$ cat src/rtl/vend_pkg.sv
// Shared vending definitions: coin values, payout FSM states, coin-select codes.
package vend_pkg;

  // Coin values expressed in nickel units (1 unit = 5 cents).
  localparam int unsigned Q_VAL = 5;
  localparam int unsigned D_VAL = 2;
  localparam int unsigned N_VAL = 1;

  typedef enum logic [2:0] {
    ST_IDLE   = 3'd0,
    ST_SELECT = 3'd1,
    ST_EJECT  = 3'd2,
    ST_WAIT   = 3'd3,
    ST_FIN    = 3'd4
  } state_e;

  typedef enum logic [1:0] {
    SEL_NONE = 2'd0,
    SEL_Q    = 2'd1,
    SEL_D    = 2'd2,
    SEL_N    = 2'd3
  } coin_sel_e;

endpackage

$ cat src/rtl/coin_selector.sv
// Greedy coin pick: largest coin that fits the remaining amount and is in stock.
module coin_selector
  import vend_pkg::*;
#(
  parameter int AMT_W = 6,
  parameter int INV_W = 6
) (
  input  logic [AMT_W-1:0] rem_i,
  input  logic [INV_W-1:0] inv_q_i,
  input  logic [INV_W-1:0] inv_d_i,
  input  logic [INV_W-1:0] inv_n_i,
  output coin_sel_e        sel_o
);

  localparam logic [AMT_W-1:0] Q_AMT = AMT_W'(Q_VAL);
  localparam logic [AMT_W-1:0] D_AMT = AMT_W'(D_VAL);
  localparam logic [AMT_W-1:0] N_AMT = AMT_W'(N_VAL);

  // Priority pick; SEL_NONE means nothing more can be paid.
  always_comb begin
    sel_o = SEL_NONE;
    if (rem_i >= Q_AMT && inv_q_i != '0) begin
      sel_o = SEL_Q;
    end else if (rem_i >= D_AMT && inv_d_i != '0) begin
      sel_o = SEL_D;
    end else if (rem_i >= N_AMT && inv_n_i != '0) begin
      sel_o = SEL_N;
    end
  end

endmodule

$ cat src/rtl/change_dispenser.sv
// Change payout engine: pays a refund greedily through a handshaked coin hopper,
// tracks per-coin inventory and reports full, short or jammed payouts.
module change_dispenser
  import vend_pkg::*;
#(
  parameter int AMT_W   = 6,
  parameter int INV_W   = 6,
  parameter int Q_INIT  = 20,
  parameter int D_INIT  = 20,
  parameter int N_INIT  = 20,
  parameter int TIMEOUT = 15
) (
  input  logic             clk,
  input  logic             rst,
  input  logic             req,
  input  logic [AMT_W-1:0] amount,
  input  logic             refill,
  input  logic             hop_done,
  output logic             ready,
  output logic             eject_q,
  output logic             eject_d,
  output logic             eject_n,
  output logic             done,
  output logic             short,
  output logic             jam,
  output logic [AMT_W-1:0] remainder,
  output logic [INV_W-1:0] inv_q,
  output logic [INV_W-1:0] inv_d,
  output logic [INV_W-1:0] inv_n
);

  localparam int TMO_W = $clog2(TIMEOUT + 1);
  localparam logic [TMO_W-1:0] TMO_LAST = TMO_W'(TIMEOUT - 1);

  state_e           state_q, state_d;
  coin_sel_e        sel_q, sel_d, pick;
  logic [AMT_W-1:0] rem_q, rem_d, remainder_q, remainder_d, coin_val;
  logic [TMO_W-1:0] tmo_q, tmo_d;
  logic [INV_W-1:0] qcnt_q, qcnt_d, dcnt_q, dcnt_d, ncnt_q, ncnt_d;
  logic             ready_q, ready_d, ejq_q, ejq_d, ejd_q, ejd_d, ejn_q, ejn_d;
  logic             done_q, done_d, short_q, short_d, jam_q, jam_d;

  coin_selector #(.AMT_W(AMT_W), .INV_W(INV_W)) u_sel (
    .rem_i   (rem_q),
    .inv_q_i (qcnt_q),
    .inv_d_i (dcnt_q),
    .inv_n_i (ncnt_q),
    .sel_o   (pick)
  );

  // Value of the coin currently in flight, used when the hopper confirms the drop.
  always_comb begin
    case (sel_q)
      SEL_Q:   coin_val = AMT_W'(Q_VAL);
      SEL_D:   coin_val = AMT_W'(D_VAL);
      SEL_N:   coin_val = AMT_W'(N_VAL);
      default: coin_val = '0;
    endcase
  end

  // Next-state logic; registered outputs are derived from the next state so they
  // line up with the state they describe.
  always_comb begin
    state_d     = state_q;
    rem_d       = rem_q;
    sel_d       = sel_q;
    tmo_d       = tmo_q;
    qcnt_d      = qcnt_q;
    dcnt_d      = dcnt_q;
    ncnt_d      = ncnt_q;
    jam_d       = jam_q;
    remainder_d = remainder_q;
    case (state_q)
      ST_IDLE: begin
        if (req) begin
          rem_d       = amount;
          remainder_d = '0;
          state_d     = ST_SELECT;
        end else if (refill) begin
          qcnt_d = INV_W'(Q_INIT);
          dcnt_d = INV_W'(D_INIT);
          ncnt_d = INV_W'(N_INIT);
        end
      end
      ST_SELECT: begin
        sel_d   = pick;
        state_d = (pick == SEL_NONE) ? ST_FIN : ST_EJECT;
      end
      ST_EJECT: begin
        tmo_d   = '0;
        state_d = ST_WAIT;
      end
      ST_WAIT: begin
        if (hop_done) begin
          case (sel_q)
            SEL_Q:   qcnt_d = qcnt_q - INV_W'(1);
            SEL_D:   dcnt_d = dcnt_q - INV_W'(1);
            SEL_N:   ncnt_d = ncnt_q - INV_W'(1);
            default: ;
          endcase
          rem_d   = rem_q - coin_val;
          state_d = ST_SELECT;
        end else if (tmo_q == TMO_LAST) begin
          // Coin never confirmed: leave rem and inventory as they were.
          jam_d   = 1'b1;
          state_d = ST_FIN;
        end else begin
          tmo_d = tmo_q + TMO_W'(1);
        end
      end
      ST_FIN: begin
        state_d = ST_IDLE;
      end
      default: begin
        state_d = ST_IDLE;
      end
    endcase
    if (state_d == ST_FIN) begin
      remainder_d = rem_d;
    end
    ready_d = (state_d == ST_IDLE);
    ejq_d   = (state_d == ST_EJECT) && (sel_d == SEL_Q);
    ejd_d   = (state_d == ST_EJECT) && (sel_d == SEL_D);
    ejn_d   = (state_d == ST_EJECT) && (sel_d == SEL_N);
    done_d  = (state_d == ST_FIN);
    short_d = (state_d == ST_FIN) && (rem_d != '0);
  end

  // State, datapath and output registers; reset aborts any payout in progress.
  always_ff @(posedge clk) begin
    if (rst) begin
      state_q     <= ST_IDLE;
      rem_q       <= '0;
      sel_q       <= SEL_NONE;
      tmo_q       <= '0;
      qcnt_q      <= INV_W'(Q_INIT);
      dcnt_q      <= INV_W'(D_INIT);
      ncnt_q      <= INV_W'(N_INIT);
      ready_q     <= 1'b1;
      ejq_q       <= 1'b0;
      ejd_q       <= 1'b0;
      ejn_q       <= 1'b0;
      done_q      <= 1'b0;
      short_q     <= 1'b0;
      jam_q       <= 1'b0;
      remainder_q <= '0;
    end else begin
      state_q     <= state_d;
      rem_q       <= rem_d;
      sel_q       <= sel_d;
      tmo_q       <= tmo_d;
      qcnt_q      <= qcnt_d;
      dcnt_q      <= dcnt_d;
      ncnt_q      <= ncnt_d;
      ready_q     <= ready_d;
      ejq_q       <= ejq_d;
      ejd_q       <= ejd_d;
      ejn_q       <= ejn_d;
      done_q      <= done_d;
      short_q     <= short_d;
      jam_q       <= jam_d;
      remainder_q <= remainder_d;
    end
  end

  assign ready     = ready_q;
  assign eject_q   = ejq_q;
  assign eject_d   = ejd_q;
  assign eject_n   = ejn_q;
  assign done      = done_q;
  assign short     = short_q;
  assign jam       = jam_q;
  assign remainder = remainder_q;
  assign inv_q     = qcnt_q;
  assign inv_d     = dcnt_q;
  assign inv_n     = ncnt_q;

endmodule

$ cat config.mk
export PLATFORM = sky130hd
export DESIGN_NAME = change_dispenser
export DESIGN_NICKNAME = d
export VERILOG_FILES = /design/src/rtl/vend_pkg.sv /design/src/rtl/coin_selector.sv /design/src/rtl/change_dispenser.sv
export SDC_FILE = /design/constraint.sdc
export NUM_CORES = 1
export LEC_CHECK = 0
export ABC_AREA = 1
export CELL_PAD_IN_SITES_DETAIL_PLACEMENT = 1
export CELL_PAD_IN_SITES_GLOBAL_PLACEMENT = 2
export CORE_ASPECT_RATIO = 0.6
export CORE_UTILIZATION = 31
export CTS_CLUSTER_SIZE = 16
export DETAILED_ROUTE_END_ITERATION = 16
export PLACE_DENSITY_LB_ADDON = 0.1
export SLEW_MARGIN = 20
export SYNTH_ARGS = -nofsm -noshare
export SYNTH_HDL_FRONTEND = slang
export SYNTH_SLANG_ARGS = --single-unit
$ cat constraint.sdc
create_clock -name clk -period 2.7 [get_ports clk]
set_input_delay 0.675 -clock clk [delete_from_list [all_inputs] [get_ports clk]]
set_output_delay 0.675 -clock clk [all_outputs]
set_load 0.05 [all_outputs]
==> results of run 1 <==
==> cells by family (layout without fill, tap and decap cells) <==
group | count (synthesis) | count (layout)
compound gates | 48 | 48
xor+xnor | 6 | 6
fa+ha+maj | 9 | 9
buf+inv | 58 | 104
flops | 46 | 46
simple gates | 211 | 211
==> stage by stage <==
stage | area (sq um) | setup WS (ns) | std cells | hold WS (ns) | utilization (%)
finish | 3280 | 0.466 | 532 | 0.461 | 41.3
global route | 3280 | 0.397 | 532 | 0.504 | 41.3
CTS | 3280 | 0.463 | 532 | 0.469 | 41.3
detailed placement | 3110 | 0.316 | 524 | 0.457 | 39.1
global placement | 3110 | 0.361 | 524 | 0.443 | 39.1
floorplan | 2570 | 0.857 | 378 | 0.473 | -
==> layout by cell type, fill, tap and decap left out, types with 5 or more instances in the layout <==
master,n
sky130_fd_sc_hd__xor2_1,6
sky130_fd_sc_hd__clkdlybuf4s50_1,41
sky130_fd_sc_hd__nand2_1,93
sky130_fd_sc_hd__inv_1,44
sky130_fd_sc_hd__nand4_1,7
sky130_fd_sc_hd__o21ai_0,18
sky130_fd_sc_hd__a21oi_1,17
sky130_fd_sc_hd__nand2_2,5
sky130_fd_sc_hd__inv_2,7
sky130_fd_sc_hd__ha_1,8
sky130_fd_sc_hd__dfxtp_1,46
sky130_fd_sc_hd__nor3_1,6
sky130_fd_sc_hd__nor2_1,42
sky130_fd_sc_hd__nand3_1,46
sky130_fd_sc_hd__clkbuf_16,5
==> tightest hold or removal path, delay by kind of cell, from the launching register on <==
family | cells | cell delay, ns
DFF | 1 | 0.31
AOI/OAI and AO/OA | 1 | 0.06
buffers and inverters | 1 | 0.05
==> power groups by stage <==
| stage | clock (mW) | sequential (mW) | combinational [mW] |
|---|---|---|---|
| floorplan | 0 | 1.35 | 1.29 |
| global placement | 0 | 1.02 | 2.23 |
| detailed placement | 0 | 1.02 | 2.25 |
| CTS | 0.734 | 1.01 | 2.26 |
| global route | 0.769 | 1.04 | 2.50 |
| finish | 0.718 | 1.01 | 2.25 |
==> worst max-delay path by stage <==
stage | to | from | cells past startpoint | slack (ns)
2_1_floorplan | remainder[2]$_SDFFE_PP0P_ | inv_d[0]$_SDFFE_PP0P_ | 10 | 0.86
3_3_place_gp | inv_n[2]$_SDFFE_PP1P_ | hop_done | 9 | 0.36
3_5_place_dp | inv_d[2]$_SDFFE_PP1P_ | hop_done | 9 | 0.32
4_1_cts | inv_q[3] | inv_q[3]$_SDFFE_PP0P_ | 1 | 0.46
5_1_grt | ready$_SDFF_PP1_ | inv_d[0]$_SDFFE_PP0P_ | 9 | 0.40
6_report | inv_n[3] | inv_n[3]$_SDFFE_PP0P_ | 1 | 0.47
==> per-layer routing <==
metal	up-vias	GRT usage (%)	share of wire, %
met5	-	0	0
met2	46	26.2	37
met1	1215	31.2	57
met4	0	3.33	0.53
met3	4	4.17	5.0
li1	1308	-	-
==> flip-flops by register name, summed over array words and instances, names as in the netlist, 2 cells and up <==
signal	flops
inv_d	6
inv_n	6
inv_q	6
rem_q	6
remainder	6
tmo_q	4
state_q	3
sel_q	2
==> cell type report <==
class	count	area [sq um]	area share, %
Clock inverter	3	43.8	1.34
Inverter	51	191	5.84
Timing Repair Buffer	45	440	13.4
Multi-Input combinational cell	274	1420	43.4
Tap cell	108	135	4.12
Clock buffer	5	125	3.82
Sequential cell	46	921	28.1
==> run summary, run 1 <==
• **post-synthesis sequential element count** 46
• **maximum clock skew at final layout** 0.00781 ns
• **combinational family with the most area after synthesis** simple AND/OR/NAND/NOR gates
• **width of the die** 120 um
• **max_cap viols** 0
• **Site Rows** 25
• **Routed WL** 7.98 mm
• **top cells by area, synth** sky130_fd_sc_hd__dfxtp_1, sky130_fd_sc_hd__nand2_1, sky130_fd_sc_hd__nand3_1, sky130_fd_sc_hd__inv_1, sky130_fd_sc_hd__nor2_1
• **Post-Synth Adder-Cell Area** 4.67%
• **number of buffers added for setup after CTS** 0
• **portion of netlist area occupied by mux cells** 0%
• **Power Internal** 1.97 mW
• **worst vdd rail ir drop** 0.439 mV
• **number of enable-type register cells in the synthesized netlist** 0
• **total count of max-transition violations in the final report** 0
• **number of levels the H-tree was split into** 2
• **critical path, cell by cell** clkdlybuf4s50_1
• **worst flop-to-flop path endpoint** short$_SDFF_PP0_
• **Mapped Nets** 398
• **Crit path arrival time** 1.56 ns
• **worst path required time** 2.03 ns
• **WS Path Type** register to output port
• **global router's overall resource usage** 19.5%
• **Cell Pwr Density** 1210 mW/mm^2
• **CP Capture Type** output port
• **number of clock buffers inserted by TritonCTS** 5
• **Die Footprint** 0.00867 sq mm
• **number of DRC markers after the initial detailed-route iteration** 99
• **estimated wirelength of the detail-placed design** 6.30 mm
• **mean instance size in the synthesized netlist** 6.80 sq um
• **Worst Tran Pin Value** 0.515 ns
• **Max Freq** 0.448 GHz
• **cell type with the largest total area after synthesis** sky130_fd_sc_hd__dfxtp_1
• **outcome** finished clean
• **CP max FO** 5
• **Layout fillers** 1025
• **setup repair after global routing missed its margin** false
• **most common cell in the netlist** sky130_fd_sc_hd__nand2_1
• **leading cell types by count after synthesis** sky130_fd_sc_hd__nand2_1, sky130_fd_sc_hd__dfxtp_1, sky130_fd_sc_hd__nand3_1
• **clock buffer depth** 2
• **height of the die** 72.5 um
• **DRC viols** 0
• **root buffer cell** sky130_fd_sc_hd__clkbuf_16
• **share of the synthesized area in compound gates (AO/OA/AOI/OAI)** 11.5%
• **fraction of power spent switching nets** 50.4%
• **Crit path largest cell delay** 0.84 ns
• **buffers and inverters on the worst path** 1
• **iteration count of the initial detailed-routing pass** 4
• **maximum number of pins on one net before global-route repair** 20
• **Area Overhead vs Synth** 27.5%
• **path class of the lowest-slack min-delay path** register to register
• **count of final setup violators** 0
• **residual overflow from global routing** 0
• **I/O pin cnt** 42
• **worst-skew pair later-pin latency** 0.29 ns
• **weighted congestion reported at the end of routability-driven placement** 0.858
• **predominant post-synthesis flop cell** sky130_fd_sc_hd__dfxtp_1
• **Port Buffers** 41
• **hold path startpoint** jam$_SDFFE_PP0P_
• **Async S/R FF share, synth** 0%
• **Hold-fix buffers, CTS** 0
• **fin crit period** 2.23 ns
• **count of different cell masters after synthesis** 34
• **global-route wire length before repair** 12.9 mm
• **residual antenna-violating net count after detailed routing** 0
• **vias in the first global route** 2425
• **initial antenna violation count** 0
• **reg2reg path depth** 11
• **worst slew margin relative to its limit** 65.5%
• **relative contribution of the clock network to total power** 18.0%
• **standby leakage power** 1.44 nW
• **CP startpoint kind** register
• **Worst path top cell family by delay** buffers and inverters
• **simple-gate portion of the synthesized area** 37.1%
• **power consumption** 3.98 mW
• **clock transition at the register clock pins on the worst setup and hold paths after CTS** 0.07 ns
• **count of mapped cells out of synthesis** 378
• **count of endpoints failing hold in the final timing report** 0
• **number of sinks driven by the clock tree** 46
• **sink of the worst hold path** jam$_SDFFE_PP0P_
• **effective utilization at floorplan** 32.4%
• **worst hold path stage count** 2
• **ratio of cells with drive above 1 in the final layout** 8.49%
• **TritonCTS clock tree** yes
• **reg2reg setup slack** 0.62 ns
• **switching power of the nets** 2.01 mW
• **diode count** 0
• **library cell contributing the largest single delay on the critical path** sky130_fd_sc_hd__clkdlybuf4s50_1
• **drt wl/cell** 15.0 um
• **# resized after CTS** 0
• **post-layout net count** 443
• **final cycle utilization of the critical path** 82.8%
• **worst r2r src** sel_q[0]$_SDFF_PP0_
• **Post-Route Setup TNS** 0 ns
• **fraction of power consumed by combinational cells** 56.6%
• **Core Area** 0.00795 sq mm
• **Via Count** 2573
• **Synth Area in XOR/XNOR** 2.04%
• **Via density** 4.84
• **Yosys top cell area share** 35.8%
• **sequential group share of total power** 25.3%
• **register area share after synthesis** 35.8%
• **cell area after technology mapping** 0.00257 sq mm
• **yosys warns** 0
Note: power is estimated with default switching activity, not from simulation.
==> run 2, diff against run 1 <==
Settings changed: CORE_UTILIZATION 31 to 29.
Clock period 2.7 ns to 2.2 ns, I/O delays scaled along.
==> run summary, run 2 (synthesis results as in run 1) <==
• **number of placed instances, taps included** 539
• **fraction of power spent switching nets** 50.4%
• **clock buffer depth** 2
• **vias in the first global route** 2540
• **Crit path arrival time** 1.54 ns
• **sink of the worst hold path** jam$_SDFFE_PP0P_
• **root buffer cell** sky130_fd_sc_hd__clkbuf_16
• **DRC viols** 0
• **Die Footprint** 0.00926 sq mm
• **residual overflow from global routing** 0
• **number of buffers added for setup after CTS** 0
• **WS Path Type** register to output port
• **standby leakage power** 1.48 nW
• **residual antenna-violating net count after detailed routing** 0
• **final cycle utilization of the critical path** 95.2%
• **worst hold path stage count** 2
• **outcome** finished clean
• **initial antenna violation count** 0
• **Power Internal** 2.42 mW
• **most common cell after layout, fill and taps aside** sky130_fd_sc_hd__nand2_1
• **Area Overhead vs Synth** 30.7%
• **Post-Route Setup TNS** 0 ns
• **number of clock buffers inserted by TritonCTS** 5
• **TritonCTS clock tree** yes
• **setup repair after global routing missed its margin** false
• **effective utilization at floorplan** 30.1%
• **max_cap viols** 0
• **worst vdd rail ir drop** 0.440 mV
• **Core Area** 0.00856 sq mm
• **worst flop-to-flop path endpoint** short$_SDFF_PP0_
• **Site Rows** 26
• **global-route wire length before repair** 13.3 mm
• **weighted congestion reported at the end of routability-driven placement** 0.786
• **Via density** 4.70
• **total placed instance area** 0.00321 sq mm
• **worst path required time** 1.65 ns
• **maximum number of pins on one net before global-route repair** 17
• **Worst path top cell family by delay** buffers and inverters
• **relative contribution of the clock network to total power** 15.5%
• **global router's overall resource usage** 19.3%
• **Cell Pwr Density** 1450 mW/mm^2
• **number of sinks driven by the clock tree** 46
• **count of endpoints failing hold in the final timing report** 0
• **power consumption** 4.89 mW
• **critical path, cell by cell** clkdlybuf4s50_1
• **CP Capture Type** output port
• **Crit path largest cell delay** 0.84 ns
• **CP max FO** 5
• **fin crit period** 2.09 ns
• **I/O pin cnt** 42
• **drt wl/cell** 14.9 um
• **buffers and inverters on the worst path** 1
• **hold path startpoint** jam$_SDFFE_PP0P_
• **iteration count of the initial detailed-routing pass** 4
• **ratio of cells with drive above 1 in the final layout** 11.3%
• **Max Freq** 0.478 GHz
• **number of levels the H-tree was split into** 2
• **post-layout net count** 454
• **most used cells in the layout excluding fill and tap cells** sky130_fd_sc_hd__nand2_1, sky130_fd_sc_hd__nand3_1, sky130_fd_sc_hd__inv_1, sky130_fd_sc_hd__dfxtp_1, sky130_fd_sc_hd__nor2_1
• **reg2reg setup slack** 0.19 ns
• **library cell contributing the largest single delay on the critical path** sky130_fd_sc_hd__clkdlybuf4s50_1
• **non-filler cells in the finished layout** 547
• **clock transition at the register clock pins on the worst setup and hold paths after CTS** 0.07 ns
• **worst hold slack across all endpoints** 0.459 ns
• **Layout fillers** 1108
• **total count of max-transition violations in the final report** 0
• **Via Count** 2569
• **number of DRC markers after the initial detailed-route iteration** 91
• **reg2reg path depth** 12
• **width of the die** 124 um
• **fraction of power consumed by combinational cells** 58.9%
• **worst r2r src** rem_q[0]$_SDFF_PP0_
• **cell area after layout** 0.00336 sq mm
• **Routed WL** 8.15 mm
• **worst-skew pair later-pin latency** 0.29 ns
• **switching power of the nets** 2.46 mW
• **Hold-fix buffers, CTS** 0
• **diode count** 0
• **worst slew margin relative to its limit** 66.1%
• **estimated wirelength of the detail-placed design** 6.44 mm
• **Port Buffers** 41
• **CP startpoint kind** register
• **Worst Tran Pin Value** 0.507 ns
• **maximum clock skew at final layout** 0.00935 ns
• **sequential group share of total power** 25.6%
• **path class of the lowest-slack min-delay path** register to register
• **count of final setup violators** 0
• **height of the die** 74.9 um
[run 2: cell types whose count changed in the layout (fill, tap and decap cells not counted)]
cell,previous run,this run
sky130_fd_sc_hd__dfxtp_1,46,44
sky130_fd_sc_hd__a21oi_2,2,3
sky130_fd_sc_hd__bufinv_16,1,0
sky130_fd_sc_hd__buf_4,4,14
sky130_fd_sc_hd__buf_12,0,1
sky130_fd_sc_hd__inv_6,1,0
sky130_fd_sc_hd__a21oi_1,17,16
sky130_fd_sc_hd__clkbuf_1,0,1
sky130_fd_sc_hd__clkinv_4,0,1
sky130_fd_sc_hd__dfxtp_2,0,2
[run 2: tightest hold or removal path: stages (launching register included)]
cell                      delay [ns]
sky130_fd_sc_hd__dfxtp_1        0.31
sky130_fd_sc_hd__inv_1          0.05
sky130_fd_sc_hd__a21oi_1        0.05
[run 2: final cells by class]
cell class	count	area (sq um)	area share, %
Multi-Input combinational cell	274	1430	42.5
Sequential cell	46	923	27.5
Timing Repair Buffer	56	536	15.9
Inverter	51	191	5.70
Tap cell	112	140	4.17
Clock buffer	6	129	3.84
Clock inverter	2	13.8	0.410
[run 2: power by group through the flow]
stage,Clock (mW),Combinational (mW),Sequential [mW]
6_report,0.756,2.88,1.25
5_1_grt,0.819,3.25,1.29
2_1_floorplan,0,1.59,1.65
3_5_place_dp,0,2.89,1.26
4_1_cts,0.777,2.90,1.25
3_3_place_gp,0,2.87,1.27
[run 2: through the flow]
step | util (%) | setup WS, ns
after global placement | 37.5 | -0.0223
after global routing | 39.3 | 0.0152
after detailed placement | 37.5 | -0.0370
after floorplan | - | 0.357
final | 39.3 | 0.107
after CTS | 39.2 | 0.0849
[run 2: how the worst max path moves through the flow]
stage                               start                         to  cells past startpoint
finish              inv_q[3]$_SDFFE_PP0P_                   inv_q[3]                      1
global route        inv_q[3]$_SDFFE_PP0P_                   inv_q[3]                      1
CTS                   sel_q[1]$_SDFF_PP0_  remainder[5]$_SDFFE_PP0P_                     13
detailed placement               hop_done  remainder[5]$_SDFFE_PP0P_                     10
global placement                 hop_done  remainder[5]$_SDFFE_PP0P_                     10
floorplan           inv_d[0]$_SDFFE_PP0P_  remainder[2]$_SDFFE_PP0P_                     10
[run 2: timing repair]
action | in CTS | in global routing
gates resized for setup | 0 | 3
endpoints found under the hold margin | 0 | 0
endpoints found under the setup margin | 0 | 2
[run 2: per-layer routing]
metal,vias to the layer above,global-route usage [%],part of all wire [%]
li1,1330,-,-
met1,1197,30.2,58
met2,38,26.7,38
met3,4,3.71,3.8
met4,0,4.02,0.67
met5,-,0,0
